`src/rtl/tube_pkg.sv`:
```
// Shared defaults and helpers for the Tube data register FIFO.
package tube_pkg;

  localparam int   DW_DEF    = 8;
  localparam int   DEPTH_DEF = 24;
  localparam logic STB_IDLE  = 1'b1;

  // Count width needed to hold 0..depth inclusive.
  function automatic int cw_for(input int depth);
    return $clog2(depth + 1);
  endfunction

endpackage

```
`src/rtl/tube_strobe_edge.sv`:
```
// Rising-edge detector for an active-low bus strobe; history idles high so reset never fakes an event.
module tube_strobe_edge
  import tube_pkg::*;
(
  input  logic clk,
  input  logic r,
  input  logic stb_n,
  output logic evt
);

  logic prev_r;

  // Strobe history register, reset to the idle level.
  always_ff @(posedge clk or posedge r) begin
    if (r) begin
      prev_r <= STB_IDLE;
    end else begin
      prev_r <= stb_n;
    end
  end

  assign evt = ~prev_r & stb_n;

endmodule

```
`src/rtl/tube_reg_fifo.sv`:
```
// Byte FIFO for one Tube data register channel with edge-detected push/pop strobes.
// Optional macro TUBE_FIFO_IRQ_EN adds irq_en/irq (registered irq_en && data_avail).
module tube_reg_fifo
  import tube_pkg::*;
#(
  parameter int DEPTH = DEPTH_DEF,
  parameter int DW    = DW_DEF,
  parameter int CW    = cw_for(DEPTH)
) (
  input  logic          clk,
  input  logic          r,
  input  logic          clr,
  input  logic          wr_stb_n,
  input  logic [DW-1:0] wdata,
  input  logic          rd_stb_n,
`ifdef TUBE_FIFO_IRQ_EN
  input  logic          irq_en,
  output logic          irq,
`endif
  output logic [DW-1:0] rdata,
  output logic          data_avail,
  output logic          not_full,
  output logic [CW-1:0] count,
  output logic          ovf
);

  localparam logic [CW-1:0] ZERO = {CW{1'b0}};
  localparam logic [CW-1:0] ONE  = {{(CW-1){1'b0}}, 1'b1};
  localparam logic [CW-1:0] LAST = CW'(DEPTH - 1);
  localparam logic [CW-1:0] FULL = CW'(DEPTH);

  logic [DW-1:0] mem_r [DEPTH];
  logic [CW-1:0] wr_ptr_r, rd_ptr_r, count_r;
  logic [DW-1:0] wdata_r, rdata_r;
  logic          data_avail_r, not_full_r, ovf_r;
  logic          wr_evt_s, rd_evt_s, do_push_s, do_pop_s, empty_s, full_s;
  logic [CW-1:0] rd_nxt_s, wr_nxt_s, count_nxt_s;
  logic [DW-1:0] head_nxt_s;

  // Explicit wrap so DEPTH need not be a power of two.
  function automatic logic [CW-1:0] ptr_inc(input logic [CW-1:0] p);
    if (p == LAST) begin
      return ZERO;
    end else begin
      return p + ONE;
    end
  endfunction

  tube_strobe_edge u_wr_edge (.clk(clk), .r(r), .stb_n(wr_stb_n), .evt(wr_evt_s));
  tube_strobe_edge u_rd_edge (.clk(clk), .r(r), .stb_n(rd_stb_n), .evt(rd_evt_s));

  // Push/pop qualification, next count and next head byte.
  always_comb begin
    empty_s   = (count_r == ZERO);
    full_s    = (count_r == FULL);
    do_pop_s  = rd_evt_s & ~empty_s;
    do_push_s = wr_evt_s & (~full_s | do_pop_s);
    rd_nxt_s  = ptr_inc(rd_ptr_r);
    wr_nxt_s  = ptr_inc(wr_ptr_r);
    if (do_push_s && !do_pop_s) begin
      count_nxt_s = count_r + ONE;
    end else if (!do_push_s && do_pop_s) begin
      count_nxt_s = count_r - ONE;
    end else begin
      count_nxt_s = count_r;
    end
    // New head may be the byte being written this very cycle.
    if (do_push_s && (rd_nxt_s == wr_ptr_r)) begin
      head_nxt_s = wdata_r;
    end else begin
      head_nxt_s = mem_r[rd_nxt_s];
    end
  end

  // Write data holding register, tracks wdata while the writer strobe is low.
  always_ff @(posedge clk or posedge r) begin
    if (r) begin
      wdata_r <= {DW{1'b0}};
    end else if (!wr_stb_n) begin
      wdata_r <= wdata;
    end
  end

  // Storage array, deliberately not reset.
  always_ff @(posedge clk) begin
    if (do_push_s && !clr) begin
      mem_r[wr_ptr_r] <= wdata_r;
    end
  end

  // Pointers, count, flags and registered head byte.
  always_ff @(posedge clk or posedge r) begin
    if (r) begin
      wr_ptr_r     <= ZERO;
      rd_ptr_r     <= ZERO;
      count_r      <= ZERO;
      data_avail_r <= 1'b0;
      not_full_r   <= 1'b1;
      ovf_r        <= 1'b0;
      rdata_r      <= {DW{1'b0}};
    end else if (clr) begin
      wr_ptr_r     <= ZERO;
      rd_ptr_r     <= ZERO;
      count_r      <= ZERO;
      data_avail_r <= 1'b0;
      not_full_r   <= 1'b1;
      ovf_r        <= 1'b0;
    end else begin
      if (do_push_s) begin
        wr_ptr_r <= wr_nxt_s;
      end
      if (do_pop_s) begin
        rd_ptr_r <= rd_nxt_s;
      end
      count_r      <= count_nxt_s;
      data_avail_r <= (count_nxt_s != ZERO);
      not_full_r   <= (count_nxt_s != FULL);
      if (wr_evt_s && full_s && !do_pop_s) begin
        ovf_r <= 1'b1;
      end
      if (do_pop_s && (count_nxt_s != ZERO)) begin
        rdata_r <= head_nxt_s;
      end else if (do_push_s && empty_s) begin
        rdata_r <= wdata_r;
      end
    end
  end

`ifdef TUBE_FIFO_IRQ_EN
  logic irq_r;

  // Interrupt follows data_avail by one cycle when enabled.
  always_ff @(posedge clk or posedge r) begin
    if (r) begin
      irq_r <= 1'b0;
    end else if (clr) begin
      irq_r <= 1'b0;
    end else begin
      irq_r <= irq_en & data_avail_r;
    end
  end

  assign irq = irq_r;
`endif

  assign rdata      = rdata_r;
  assign data_avail = data_avail_r;
  assign not_full   = not_full_r;
  assign count      = count_r;
  assign ovf        = ovf_r;

endmodule

```
`config.mk`:
```
export PLATFORM = sky130hd
export DESIGN_NAME = tube_reg_fifo
export DESIGN_NICKNAME = d
export VERILOG_FILES = /design/src/rtl/tube_pkg.sv /design/src/rtl/tube_strobe_edge.sv /design/src/rtl/tube_reg_fifo.sv
export SDC_FILE = /design/constraint.sdc
export NUM_CORES = 1
export LEC_CHECK = 0
export BUFFER_PORTS_ARGS = -buffer_cell sky130_fd_sc_hd__buf_2
export CORE_AREA = 2 2 169 171
export CTS_BUF_LIST = sky130_fd_sc_hd__clkbuf_4 sky130_fd_sc_hd__clkbuf_8
export CTS_CLUSTER_SIZE = 30
export DETAILED_ROUTE_END_ITERATION = 8
export DIE_AREA = 0 0 171 173
export PLACE_DENSITY = 0.59
export SETUP_SLACK_MARGIN = 0.15
export SLEW_MARGIN = 0
export SYNTH_ARGS = -nofsm -noshare
export SYNTH_HDL_FRONTEND = slang
export SYNTH_HIERARCHICAL = 1
export SYNTH_SLANG_ARGS = --single-unit
```
`constraint.sdc`:
```
create_clock -name clk -period 3.4 [get_ports clk]
set_clock_uncertainty 0.1 [all_clocks]
set_input_delay 0.34 -clock clk [delete_from_list [all_inputs] [get_ports clk]]
set_output_delay 0.34 -clock clk [all_outputs]
set_load 0.005 [all_outputs]
```
==> results.yml <==
outcome:
  run_status: "completed"
final_layout:
  drive_gt1_share_pct: 24.1
  fillerInstances: 2590
  area_growth_pct: 15.8
  final_common_cell: "edfxtp_1"
  n_antenna_cell: 0
  multi_input_area_sq_um: 2800
  fin_util_pct: 40.4
  nets: 720
  final-seq-area_sq_um: 6670
  mostFrequentLayoutCells: "edfxtp_1 (192), nand2_1 (47), nor2_1 (42)"
sta:
  whs_ns: 0.214
  timing_hold_violations_final: 0
  relSlewSlack_pct: 29.9
  rsz0062_at_grt: "yes"
  min_period_ns: 3.06
  fmax_mhz: 327
  setup_violations: 0
  worstMarginPinSlew_ns: 1.05
  finalSetupTns_ns: 0
  fin_crit_sh_pct: 89.9
  slew_viol_final: 0
  worst_slack_ns: 0.343
detailed_routing:
  wire_per_inst_microns: 19.8
  drt-total-wl_microns: 21800
  avgViaCountPerCell: 5.12
  vias: 5660
  drt_pre_antenna_iters: 5
  drt_iter0_drc: 437
  drcViolationCount: 0
  detail-route-antenna-nets: 0
clock_network:
  cts_root_buffer: "clkbuf_8"
  cts_tree: "built"
  cts_buffer_depth: 3
  clk_latency_ns: 0.52
  cts_buffers: 37
  clk_pin_slew_ns: 0.06
  clkSinkCount: 228
  htree_levels: 2
  postCtsSetupBuffers: 0
logic_synthesis:
  synth-seq-cells: 228
  synth.distinct_cells: 65
  synth-async-reset-ratio_pct: 15.8
  synth_warnings: 6
  syn_inst: 634
  synth-edff-count: 192
  synth_ff_type: "edfxtp_1"
  synth_seq_area_share_pct: 69.3
  syn-num-nets: 655
  syn-cell-area_sq_um: 9630
  synth_area_per_cell_sq_um: 15.2
grt:
  first_global_vias: 5776
  grt_overflow: 0
  grt_max_degree: 33
  antenna_found_initial: 0
  grt_pass1_wl_microns: 34600
  grt_usage_pct: 15.3
setup_path:
  max_stage_delay_ns: 0.51
  timing.rr.end: "rdata[3]$_DFFE_PP0P_"
  cp.required_ns: 3.68
  cp-end-kind: "register"
  arrival_ns: 3.34
  path_cells: "inv_1 -> ha_2 -> or4b_4 -> and3_1 -> a22o_1 -> a22o_1 -> a31o_2 -> nor4_1 -> nor3_1"
  crit_cells: 9
  startpoint_type: "register"
  r2r-start: "count[1]$_DFF_PP0_"
  crit_buf_inv: 1
  path_delay_family: "simple AND/OR/NAND/NOR gates"
  path_max_fanout: 9
  r2r_cells: 9
  r2r_slack_ns: 0.34
  crit_top_cell: "a22o_1"
  path_class: "register to register"
  cp_slowest_cell: "or4b_4"
placed_design:
  dp_hpwl_microns: 13900
  gp_congestion: 0.822
  dp_slack_ns: 0.287
  portBuffers: 28
die:
  start_util_pct: 34.9
  fp.coreArea_sq_um: 27600
  die_area_sq_um: 29600
  ioPinCount: 29
  die_width_microns: 171
  dieHeight_microns: 173
  num_rows: 61
hold_path:
  min_from: "clr"
  holdPathStages: 3
  holdPathEnd: "rd_ptr_r[2]$_DFFE_PP0P_"
  worstHoldPathType: "input port to register"
power_and_ir_drop:
  p_int_w: 0.00487
  p_leak_nw: 3.71
  switchingPower_w: 0.00179
  peakVddDrop_mv: 0.193
  pwr-share-comb_pct: 15.4
  p_clk_share_pct: 34.3
  switching_share_pct: 26.9
  seq_power_share_pct: 50.3
  fin_total_pwr_w: 0.00666
  p_per_area_nw_per_um2: 597
job:
  max_cap_viol_count: 0
==> how the worst max path moves through the flow <==
stage | start | end | slack [ns]
after floorplan | count[0]$_DFF_PP0_ | rdata[1]$_DFFE_PP0P_ | 0.45
after global placement | count[0]$_DFF_PP0_ | mem_r[6][3]$_DFFE_PP_ | 0.35
after detailed placement | count[0]$_DFF_PP0_ | rdata[3]$_DFFE_PP0P_ | 0.29
after CTS | count[0]$_DFF_PP0_ | rdata[3]$_DFFE_PP0P_ | 0.27
after global routing | count[1]$_DFF_PP0_ | mem_r[4][1]$_DFFE_PP_ | 0.13
final | count[1]$_DFF_PP0_ | rdata[3]$_DFFE_PP0P_ | 0.34
==> power groups by stage <==
stage	Combinational (W)	Clock (W)	Sequential, W
final	0.00103	0.00228	0.00335
after global routing	0.00113	0.00248	0.00337
after CTS	0.00102	0.00235	0.00335
after detailed placement	0.00100	0	0.00341
after global placement	0.000998	0	0.00340
after floorplan	0.000699	0	0.00333
==> routing by layer <==
layer	vias up	track usage, %	routed length [microns]
met2	169	24.0	10400
met3	29	2.88	1150
met4	0	4.94	455
li1	2610	-	-
met1	2852	21.4	9850
met5	-	0	0
==> synthesized netlist by cell type, types with 3 or more instances <==
cell | instances | area (sq um)
mux4_2 | 28 | 631
xnor2_1 | 5 | 43.8
buf_1 | 4 | 15.0
inv_1 | 11 | 41.3
nor2_1 | 45 | 169
dfstp_2 | 3 | 78.8
a21oi_1 | 37 | 185
buf_2 | 3 | 15.0
o211ai_1 | 3 | 22.5
xor2_1 | 3 | 26.3
dfrtp_1 | 33 | 826
o221ai_1 | 8 | 70.1
nor3_1 | 28 | 140
nand2_1 | 48 | 180
nand3_1 | 3 | 15.0
nand4_1 | 5 | 31.3
nor2b_4 | 3 | 41.3
a211o_1 | 8 | 70.1
mux2_2 | 10 | 113
mux2i_1 | 11 | 110
a31o_1 | 3 | 26.3
ha_1 | 8 | 100
o22ai_1 | 8 | 50.1
clkbuf_1 | 27 | 101
edfxtp_1 | 192 | 5770
nor4_1 | 14 | 87.6
a211oi_1 | 17 | 128
a22o_1 | 3 | 26.3
nor2b_1 | 16 | 100
==> repair_timing <==
item / CTS / global route
hold endpoints to repair: 33 / 0
hold buffers: 11 / 0
resized for setup: 0 / 7
endpoints found under the setup margin: 0 / 144
==> registers in the layout, indices dropped and copies added, names as in the netlist <==
name and cells:
wdata_r 8, mem_r 192, ovf 1, wr_ptr_r 5, not_full 1, rd_ptr_r 5, rdata 8, data_avail 1
u_rd_edge/prev_r 1, u_wr_edge/prev_r 1, count 5
==> cell type report <==
type | instances | area share (%)
sequential | 228 | 59.8
multi-input combinational | 356 | 25.1
clock buffer | 57 | 6.08
tap | 378 | 4.24
timing repair buffer | 64 | 4.04
inverter | 12 | 0.404
clock inverter | 10 | 0.393
==> worst register-to-register path, cell delays in order, from the launching register on <==
cell     delay, ns
dfrtp_1       0.47
inv_1         0.15
ha_2          0.27
or4b_4        0.51
and3_1        0.23
a22o_1        0.19
a22o_1        0.33
a31o_2        0.31
nor4_1        0.29
nor3_1        0.08
==> logic make-up (layout without fill, tap and decap cells) <==
kind of cell,count (synthesis),in the layout,share of synthesized area (%)
and+or+nand+nor,180,180,9.42
DFF,228,228,69.3
xor gates and xnor gates,8,8,0.727
buffers and inverters,50,143,2.22
adders and majority gates,8,8,1.04
AOI/OAI and AO/OA,111,111,8.48
muxes,49,49,8.86
==> through the flow <==
stage                     instances  instance area (sq um)
after floorplan                 634                   9630
after global placement         1027                  10300
after CTS                      1105                  11100
final                          1105                  11200
after global routing           1105                  11200
after detailed placement       1027                  10300
No activity file was read; power rests on OpenSTA's default activity.
